<file path="src/rtl/frame_timer_pkg.sv">
// Shared types and default constants for the frame-based playback timer.
package frame_timer_pkg;

    typedef enum logic [1:0] {
        HALTED = 2'd0,
        RUN    = 2'd1,
        PAUSE  = 2'd2,
        DONE   = 2'd3
    } timer_state_t;

    localparam int FT_DEF_WIDTH = 16;
    localparam int FT_DEF_END   = 5669;
    localparam int FT_DEF_DONE  = 5680;
    localparam int FT_DEF_SYNC  = 2;

endpackage

</file>
<file path="src/rtl/frame_edge_sync.sv">
// Synchronizes the asynchronous frame strobe and emits a one-cycle pulse
// (fp) on each synchronized rising edge.
module frame_edge_sync #(
    parameter int SYNC_STAGES = 2
) (
    input  logic clk,
    input  logic reset_n,
    input  logic new_frame,
    output logic fp
);

    logic [SYNC_STAGES-1:0] r_sync;
    logic                   r_prev;
    logic                   r_fp;

    always_ff @(posedge clk or negedge reset_n) begin
        if (!reset_n) begin
            r_sync <= '0;
            r_prev <= 1'b0;
            r_fp   <= 1'b0;
        end else begin
            r_sync <= {r_sync[SYNC_STAGES-2:0], new_frame};
            r_prev <= r_sync[SYNC_STAGES-1];
            r_fp   <= r_sync[SYNC_STAGES-1] & ~r_prev;
        end
    end

    assign fp = r_fp;

endmodule

</file>
<file path="src/rtl/frame_timer.sv">
// Frame-counting playback timer with start/abort and end-of-song latch.
// Pause support is built only when FRAME_TIMER_PAUSE_EN is defined.
module frame_timer
    import frame_timer_pkg::*;
#(
    parameter int WIDTH       = FT_DEF_WIDTH,
    parameter int END_COUNT   = FT_DEF_END,
    parameter int DONE_VALUE  = FT_DEF_DONE,
    parameter int SYNC_STAGES = FT_DEF_SYNC
) (
    input  logic             clk,
    input  logic             reset_n,
    input  logic             start_sign,
    input  logic             pause_sign,
    input  logic             abort_sign,
    input  logic             new_frame,
    output logic             stop_sign,
    output logic             running,
    output logic             frame_tick,
    output logic [WIDTH-1:0] un_time
);

    if (SYNC_STAGES < 2) begin : g_bad_sync
        $error("frame_timer: SYNC_STAGES must be at least 2");
    end
    if (longint'(END_COUNT) >= (longint'(1) << WIDTH)) begin : g_bad_end
        $error("frame_timer: END_COUNT does not fit in WIDTH bits");
    end
    if (longint'(DONE_VALUE) >= (longint'(1) << WIDTH)) begin : g_bad_done
        $error("frame_timer: DONE_VALUE does not fit in WIDTH bits");
    end

    localparam logic [WIDTH-1:0] END_V  = WIDTH'(END_COUNT);
    localparam logic [WIDTH-1:0] DONE_V = WIDTH'(DONE_VALUE);

    timer_state_t     r_state;
    timer_state_t     w_state_nx;
    logic [WIDTH-1:0] r_un_time;
    logic [WIDTH-1:0] w_time_nx;
    logic             r_stop;
    logic             r_running;
    logic             r_tick;
    logic             w_tick_nx;
    logic             w_fp;
    logic             w_pause;

`ifdef FRAME_TIMER_PAUSE_EN
    assign w_pause = pause_sign;
`else
    logic w_unused_pause;
    assign w_unused_pause = pause_sign;
    assign w_pause        = 1'b0;
`endif

    frame_edge_sync #(
        .SYNC_STAGES(SYNC_STAGES)
    ) u_sync (
        .clk      (clk),
        .reset_n  (reset_n),
        .new_frame(new_frame),
        .fp       (w_fp)
    );

    always_comb begin
        w_state_nx = r_state;
        w_time_nx  = r_un_time;
        w_tick_nx  = 1'b0;
        unique case (r_state)
            HALTED: begin
                w_time_nx = '0;
                if (start_sign) w_state_nx = RUN;
            end
            RUN: begin
                if (abort_sign) begin
                    w_state_nx = HALTED;
                    w_time_nx  = '0;
                end else if (r_un_time == END_V) begin
                    w_state_nx = DONE;
                    w_time_nx  = DONE_V;
                end else if (w_pause) begin
                    // a frame pulse landing with pause is dropped
                    w_state_nx = PAUSE;
                end else if (w_fp) begin
                    w_time_nx = r_un_time + WIDTH'(1);
                    w_tick_nx = 1'b1;
                end
            end
            PAUSE: begin
                if (abort_sign) begin
                    w_state_nx = HALTED;
                    w_time_nx  = '0;
                end else if (!w_pause) begin
                    w_state_nx = RUN;
                end
            end
            DONE: begin
                w_time_nx = DONE_V;
                if (abort_sign) begin
                    w_state_nx = HALTED;
                    w_time_nx  = '0;
                end
            end
            default: begin
                w_state_nx = HALTED;
                w_time_nx  = '0;
            end
        endcase
    end

    always_ff @(posedge clk or negedge reset_n) begin
        if (!reset_n) begin
            r_state   <= HALTED;
            r_un_time <= '0;
            r_stop    <= 1'b0;
            r_running <= 1'b0;
            r_tick    <= 1'b0;
        end else begin
            r_state   <= w_state_nx;
            r_un_time <= w_time_nx;
            r_stop    <= (w_state_nx == DONE);
            r_running <= (w_state_nx == RUN);
            r_tick    <= w_tick_nx;
        end
    end

    assign stop_sign  = r_stop;
    assign running    = r_running;
    assign frame_tick = r_tick;
    assign un_time    = r_un_time;

endmodule

</file>
<file path="config.mk">
export PLATFORM = sky130hd
export DESIGN_NAME = frame_timer
export DESIGN_NICKNAME = d
export VERILOG_FILES = /design/src/rtl/frame_timer_pkg.sv /design/src/rtl/frame_edge_sync.sv /design/src/rtl/frame_timer.sv
export SDC_FILE = /design/constraint.sdc
export NUM_CORES = 1
export LEC_CHECK = 0
export ABC_AREA = 1
export BUFFER_PORTS_ARGS = -buffer_cell sky130_fd_sc_hd__buf_2
export CORE_MARGIN = 2
export CORE_UTILIZATION = 60
export DETAILED_ROUTE_END_ITERATION = 8
export PLACE_DENSITY = 0.86
export SLEW_MARGIN = 20
export SYNTH_ARGS = -nofsm -noshare
export SYNTH_HDL_FRONTEND = slang
export SYNTH_SLANG_ARGS = --single-unit
</file>
<file path="constraint.sdc">
create_clock -name clk -period 3.2 [get_ports clk]
set_input_delay 0.64 -clock clk [delete_from_list [all_inputs] [get_ports clk]]
set_output_delay 0.64 -clock clk [all_outputs]
set_load 0.01 [all_outputs]
</file>
Yosys cells after proc, flatten, opt, wreduce, memory -nomap -nowiden
Index checks and enable logic that the tools add are counted.
{"block": "totals", "reg_bits": 25, "latchBits": 0, "ram_bits": 0, "romBits": 0, "input_bits": 6, "out_inout_bits": 19, "wordCells": 37, "mem_count": 0}
{"block": "op_classes", "n_addsub": 1, "multipliers": 0, "div_mod_pow": 0, "order_cmp": 0, "eq_ne": 8, "n_shift": 0, "muxes": 16, "n_bitwise": 2, "n_reduce_logical": 2}
{"operator": "$mux 16", "n": 4}
{"operator": "$pmux 16 s4", "n": 1}
{"operator": "$add 16x1->16 const B", "n": 1}
{"operator": "$eq 16x13->1 const B", "n": 1}
{"operator": "$mux 13", "n": 1}
{"operator": "$mux 2", "n": 4}
{"operator": "$pmux 2 s4", "n": 1}
{"operator": "$eq 2x2->1 const B", "n": 3}
{"operator": "$mux 1", "n": 5}
{"operator": "$eq 2x1->1 const B", "n": 2}
{"operator": "$ne 4x3->1 const B", "n": 1}
{"operator": "$logic_not 2->1", "n": 1}
{"operator": "$ne 2x2->1 const B", "n": 1}
{"operator": "$reduce_and 2->1", "n": 1}
{"operator": "$and 1x1->1", "n": 1}
{"operator": "$not 1->1", "n": 1}

Logic depth before layout (Yosys ltp)
{"block": "logic_depth", "depth_word": 5, "mapped_depth": 10, "mapped_depth_nobuf": 10}

By module
A second synthesis with hierarchy kept.
{"block": "unflattened", "hier_cells": 213, "hier_area_um2": 1524.0}
{"module": "frame_timer", "instances": 1, "cells_per_inst": 207, "area_per_inst_um2": 1413.9, "seq_area_each_um2": 525.5}
{"module": "frame_edge_sync", "instances": 1, "cells_per_inst": 6, "area_per_inst_um2": 110.1, "seq_area_each_um2": 100.1}

Worst setup path before layout
No wires, ideal clock.
{"block": "synth_timing", "kind": "input -> register", "start": "input abort_sign", "end": "register r_un_time[12], in the netlist un_time[12]", "setup_ns": 0.064, "arrival_time_ns": 1.455, "t_required_ns": 3.136, "path_slack_ns": 1.681, "stages": 8, "n_path_buf": 1, "path_cell_list": "nor2_4 > inv_2 > nor3_4 > nand2_2 > nand2_4 > buf_12 > nand2_2 > nand2_2"}
{"block": "synth_between", "elab_chain_len": 2, "elab_cells_between_ends": 6, "cone_classes": "eq/ne (2); mux (3); reduce/logical (1)"}
{"item": "start: declaration", "line": "frame_timer.sv:15", "text": "input logic abort_sign,"}
{"item": "$mux 13 (tied with other cells)", "line": "frame_timer.sv:98", "text": "if (abort_sign) begin"}
{"item": "$pmux 16 s4 or $reduce_and 2->1 (tied branches)"}
{"item": "end signal: assignment", "line": "frame_timer.sv:119", "text": "r_un_time <= w_time_nx;"}
{"item": "end: declaration", "line": "frame_timer.sv:38", "text": "logic [WIDTH-1:0] r_un_time;"}
Several ways; a longest one is shown, not always the timed one.
A chain may end at the register's enable or synchronous reset.

Final worst setup path
{"block": "layout_timing", "start": "register r_un_time[5], in the netlist un_time[5]", "end": "output un_time[5]"}
{"item": "end: declaration", "line": "frame_timer.sv:20", "text": "output logic [WIDTH-1:0] un_time"}
No word-level cell between the ends.

==> metrics.cfg <==
[detailed_routing]
m1WireLength_mm = 1.55
dr_wl_met3_um = 253
antenna_left = 0
vias = 1394
avgRoutedWirePerCell_um = 12.9
routed-wl-met2_mm = 1.59
routed_wl_mm = 3.41
routed_via_density = 5.28
top_layer = met4
drt_iter0_markers = 41
drt_first_pass_iters = 4
drc_errors = 0

[synthesis]
synth_edf_count = 0
synth_cell_types = 25
synthArstFlopShare_pct = 100
synthSimpleGateAreaFrac_pct = 40.8
yosysTopAreaCell = dfrtp_1
synth_compound_area_share_pct = 4.94
synthAdderAreaFrac_pct = 1.62
synth_area_leaders = dfrtp_1, nand2_1, nor2_1, inv_1, nand3_1
synthMostInstantiatedCell = nand2_1
syn_nets = 217
ys.flop_type = dfrtp_1
synth_top_family_by_area = simple AND/OR/NAND/NOR gates
synthTopCellsByCount = nand2_1, nor2_1, dfrtp_1, inv_1, nand3_1
syn_inst = 209
ys_ff_latch = 25
post_synth.cell_area_avg_um2 = 7.39
yosys.area_share.xor_xnor_pct = 3.97
yosysWarnings = 0
yosysSeqAreaShare_pct = 40.5
muxShareOfSynthArea_pct = 0
netlist.area_leader.share_pct = 40.5
synth_area_um2 = 1550

[timing]
fin_crit_ps = 1710
hold_viol = 0
tns_ps = 0
setup_violations = 0
maxSlewViolCount = 0
min_period_over_period_pct = 53.4
fmax_ghz = 0.585
rsz0062_at_grt = false
tightest_slew_ps = 625
max_slew_margin_pct = 58.2
finClkSkew_ps = 8.48

[die]
die_x_um = 54.8
io_pins = 25
initial_utilization_pct = 62.9
die_y_um = 54.8
dieArea_um2 = 3000
num_rows = 18
core_area_um2 = 2450

[critical_path]
crit_start = un_time[5]$_DFFE_PN0P_
cp-end-kind = output port
worstPathBufferInverterCount = 1
cp.depth = 1
crit_family = flip-flops
critPathMaxFanout = 7
reg2reg_slack_ps = 1500
critical_path_class = reg -> out
arrival_ps = 1070
cp_slowest_cell = dfrtp_1
critPathCapture = un_time[5]
reg2reg_from = un_time[1]$_DFFE_PN0P_
cpPeakStageDelay_ps = 550
reg2reg_to = un_time[10]$_DFFE_PN0P_
cp-start-kind = register
path_cells = buf_2
worst_r2r_path_depth = 8
required_ps = 2560

[flow_run]
max_cap_violations = 0

[global_routing]
grt_pass1_vias = 1231
gr-total-overflow = 0
grt_pass1_wl_mm = 5.45
grt_util_all_layers_pct = 26.0
grt_start_max_net_pins = 26
antenna_found_initial = 0

[placement]
portBuffers = 23
dp_hpwl_mm = 2.56
place_inst = 260
routabilityCongestion = 0.972

[clock_tree]
clk_pin_slew_ps = 150
h-tree-depth = 1
cts_tree = done
cts-buffers-inserted = 3
cts.repair.resized = 0
cts_sinks = 25
cts_setup_buffers = 0
cts_hold_buf = 0
clockRootBuffer = clkbuf_4
clockBufferDepth = 2
insertion_delay_ps = 330

[layout]
antennaDiodeCount = 0
fin_cells = 264
area_growth_syn_to_layout_pct = 10.3
layout-drive-gt1-share_pct = 20.5
nets = 243

[pwr]
ir_drop_mv = 0.264
power_density_nw_per_um2 = 325
leakage_uw = 0.000876

[hold_path]
hp-class = in -> async

[outcome]
status = finished clean

-- worst register-to-register path: stages (launching register included) --
cell and delay, ps:
dfrtp_1 480, ha_1 240, inv_1 70, nor3_1 380, nand2_1 120, xor2_1 160
nand2_1 60, nand2_1 60, nand2_1 50
-- registers in the layout (all words and copies together) (netlist names) --
register and flops:
u_sync.r_sync 2, un_time 16, frame_tick 1, r_state 2, stop_sign 1, running 1
u_sync.fp 1, u_sync.r_prev 1
-- final cells by class --
class / instances / area [um2]
clock inverter: 1 / 8.76
multi-input combinational: 155 / 793
fill: 212 / 751
tap: 30 / 37.5
clock buffer: 3 / 22.5
timing repair buffer: 23 / 115
inverter: 27 / 101
sequential: 25 / 626
-- cell usage in the layout (no fill, tap or decap), types with 3 or more instances in the layout --
cell      count
nand2_1      55
nor2_1       27
inv_1        25
dfrtp_1      25
buf_2        23
nand3_1      18
nand2_2      13
nand4_1      11
o21ai_0       9
xor2_1        6
clkbuf_4      3
-- power by group --
group	internal [uW]	total, uW	switching (uW)
sequential	325	333	8.06
combinational	18.2	65.1	46.8
clock	50.9	156	105
-- worst min path at each step --
stage	start	end	slack, ps	cells past startpoint
3_3_place_gp	u_sync.r_sync[0]$_DFF_PN0_	u_sync.r_sync[1]$_DFF_PN0_	330	0
2_1_floorplan	u_sync.r_sync[0]$_DFF_PN0_	u_sync.r_sync[1]$_DFF_PN0_	330	0
3_5_place_dp	u_sync.r_sync[0]$_DFF_PN0_	u_sync.r_sync[1]$_DFF_PN0_	330	0
5_1_grt	reset_n	r_state[0]$_DFF_PN0_	310	1
6_report	reset_n	u_sync.r_sync[0]$_DFF_PN0_	270	1
4_1_cts	reset_n	u_sync.r_sync[0]$_DFF_PN0_	280	1
-- stage by stage --
step	power [uW]	cell area [um2]	utilization, %	setup WS, ps	hold WS (ps)
6_report	554	1700	69.4	1490	275
5_1_grt	579	1700	69.4	1390	309
4_1_cts	561	1700	69.4	1490	283
3_5_place_dp	405	1670	68.1	1360	335
3_3_place_gp	404	1670	68.1	1380	332
2_1_floorplan	383	1550	-	1680	331
-- per-layer routing --
layer  vias to the layer above  GRT usage, %
met5                         -             0
met3                         2          3.28
met4                         0          6.25
li1                        720             -
met1                       622          35.0
met2                        50          43.8
-- kinds of logic (layout without fill, tap and decap cells) --
| group | Yosys count | in the layout |
|---|---|---|
| AO/OA/AOI/OAI | 13 | 13 |
| XOR/XNOR | 7 | 7 |
| adder cells (fa/ha/maj) | 2 | 2 |
| buffers and inverters | 29 | 54 |
| flip-flops | 25 | 25 |
| AND/OR/NAND/NOR | 133 | 133 |
(Power assumes the default switching activity.)
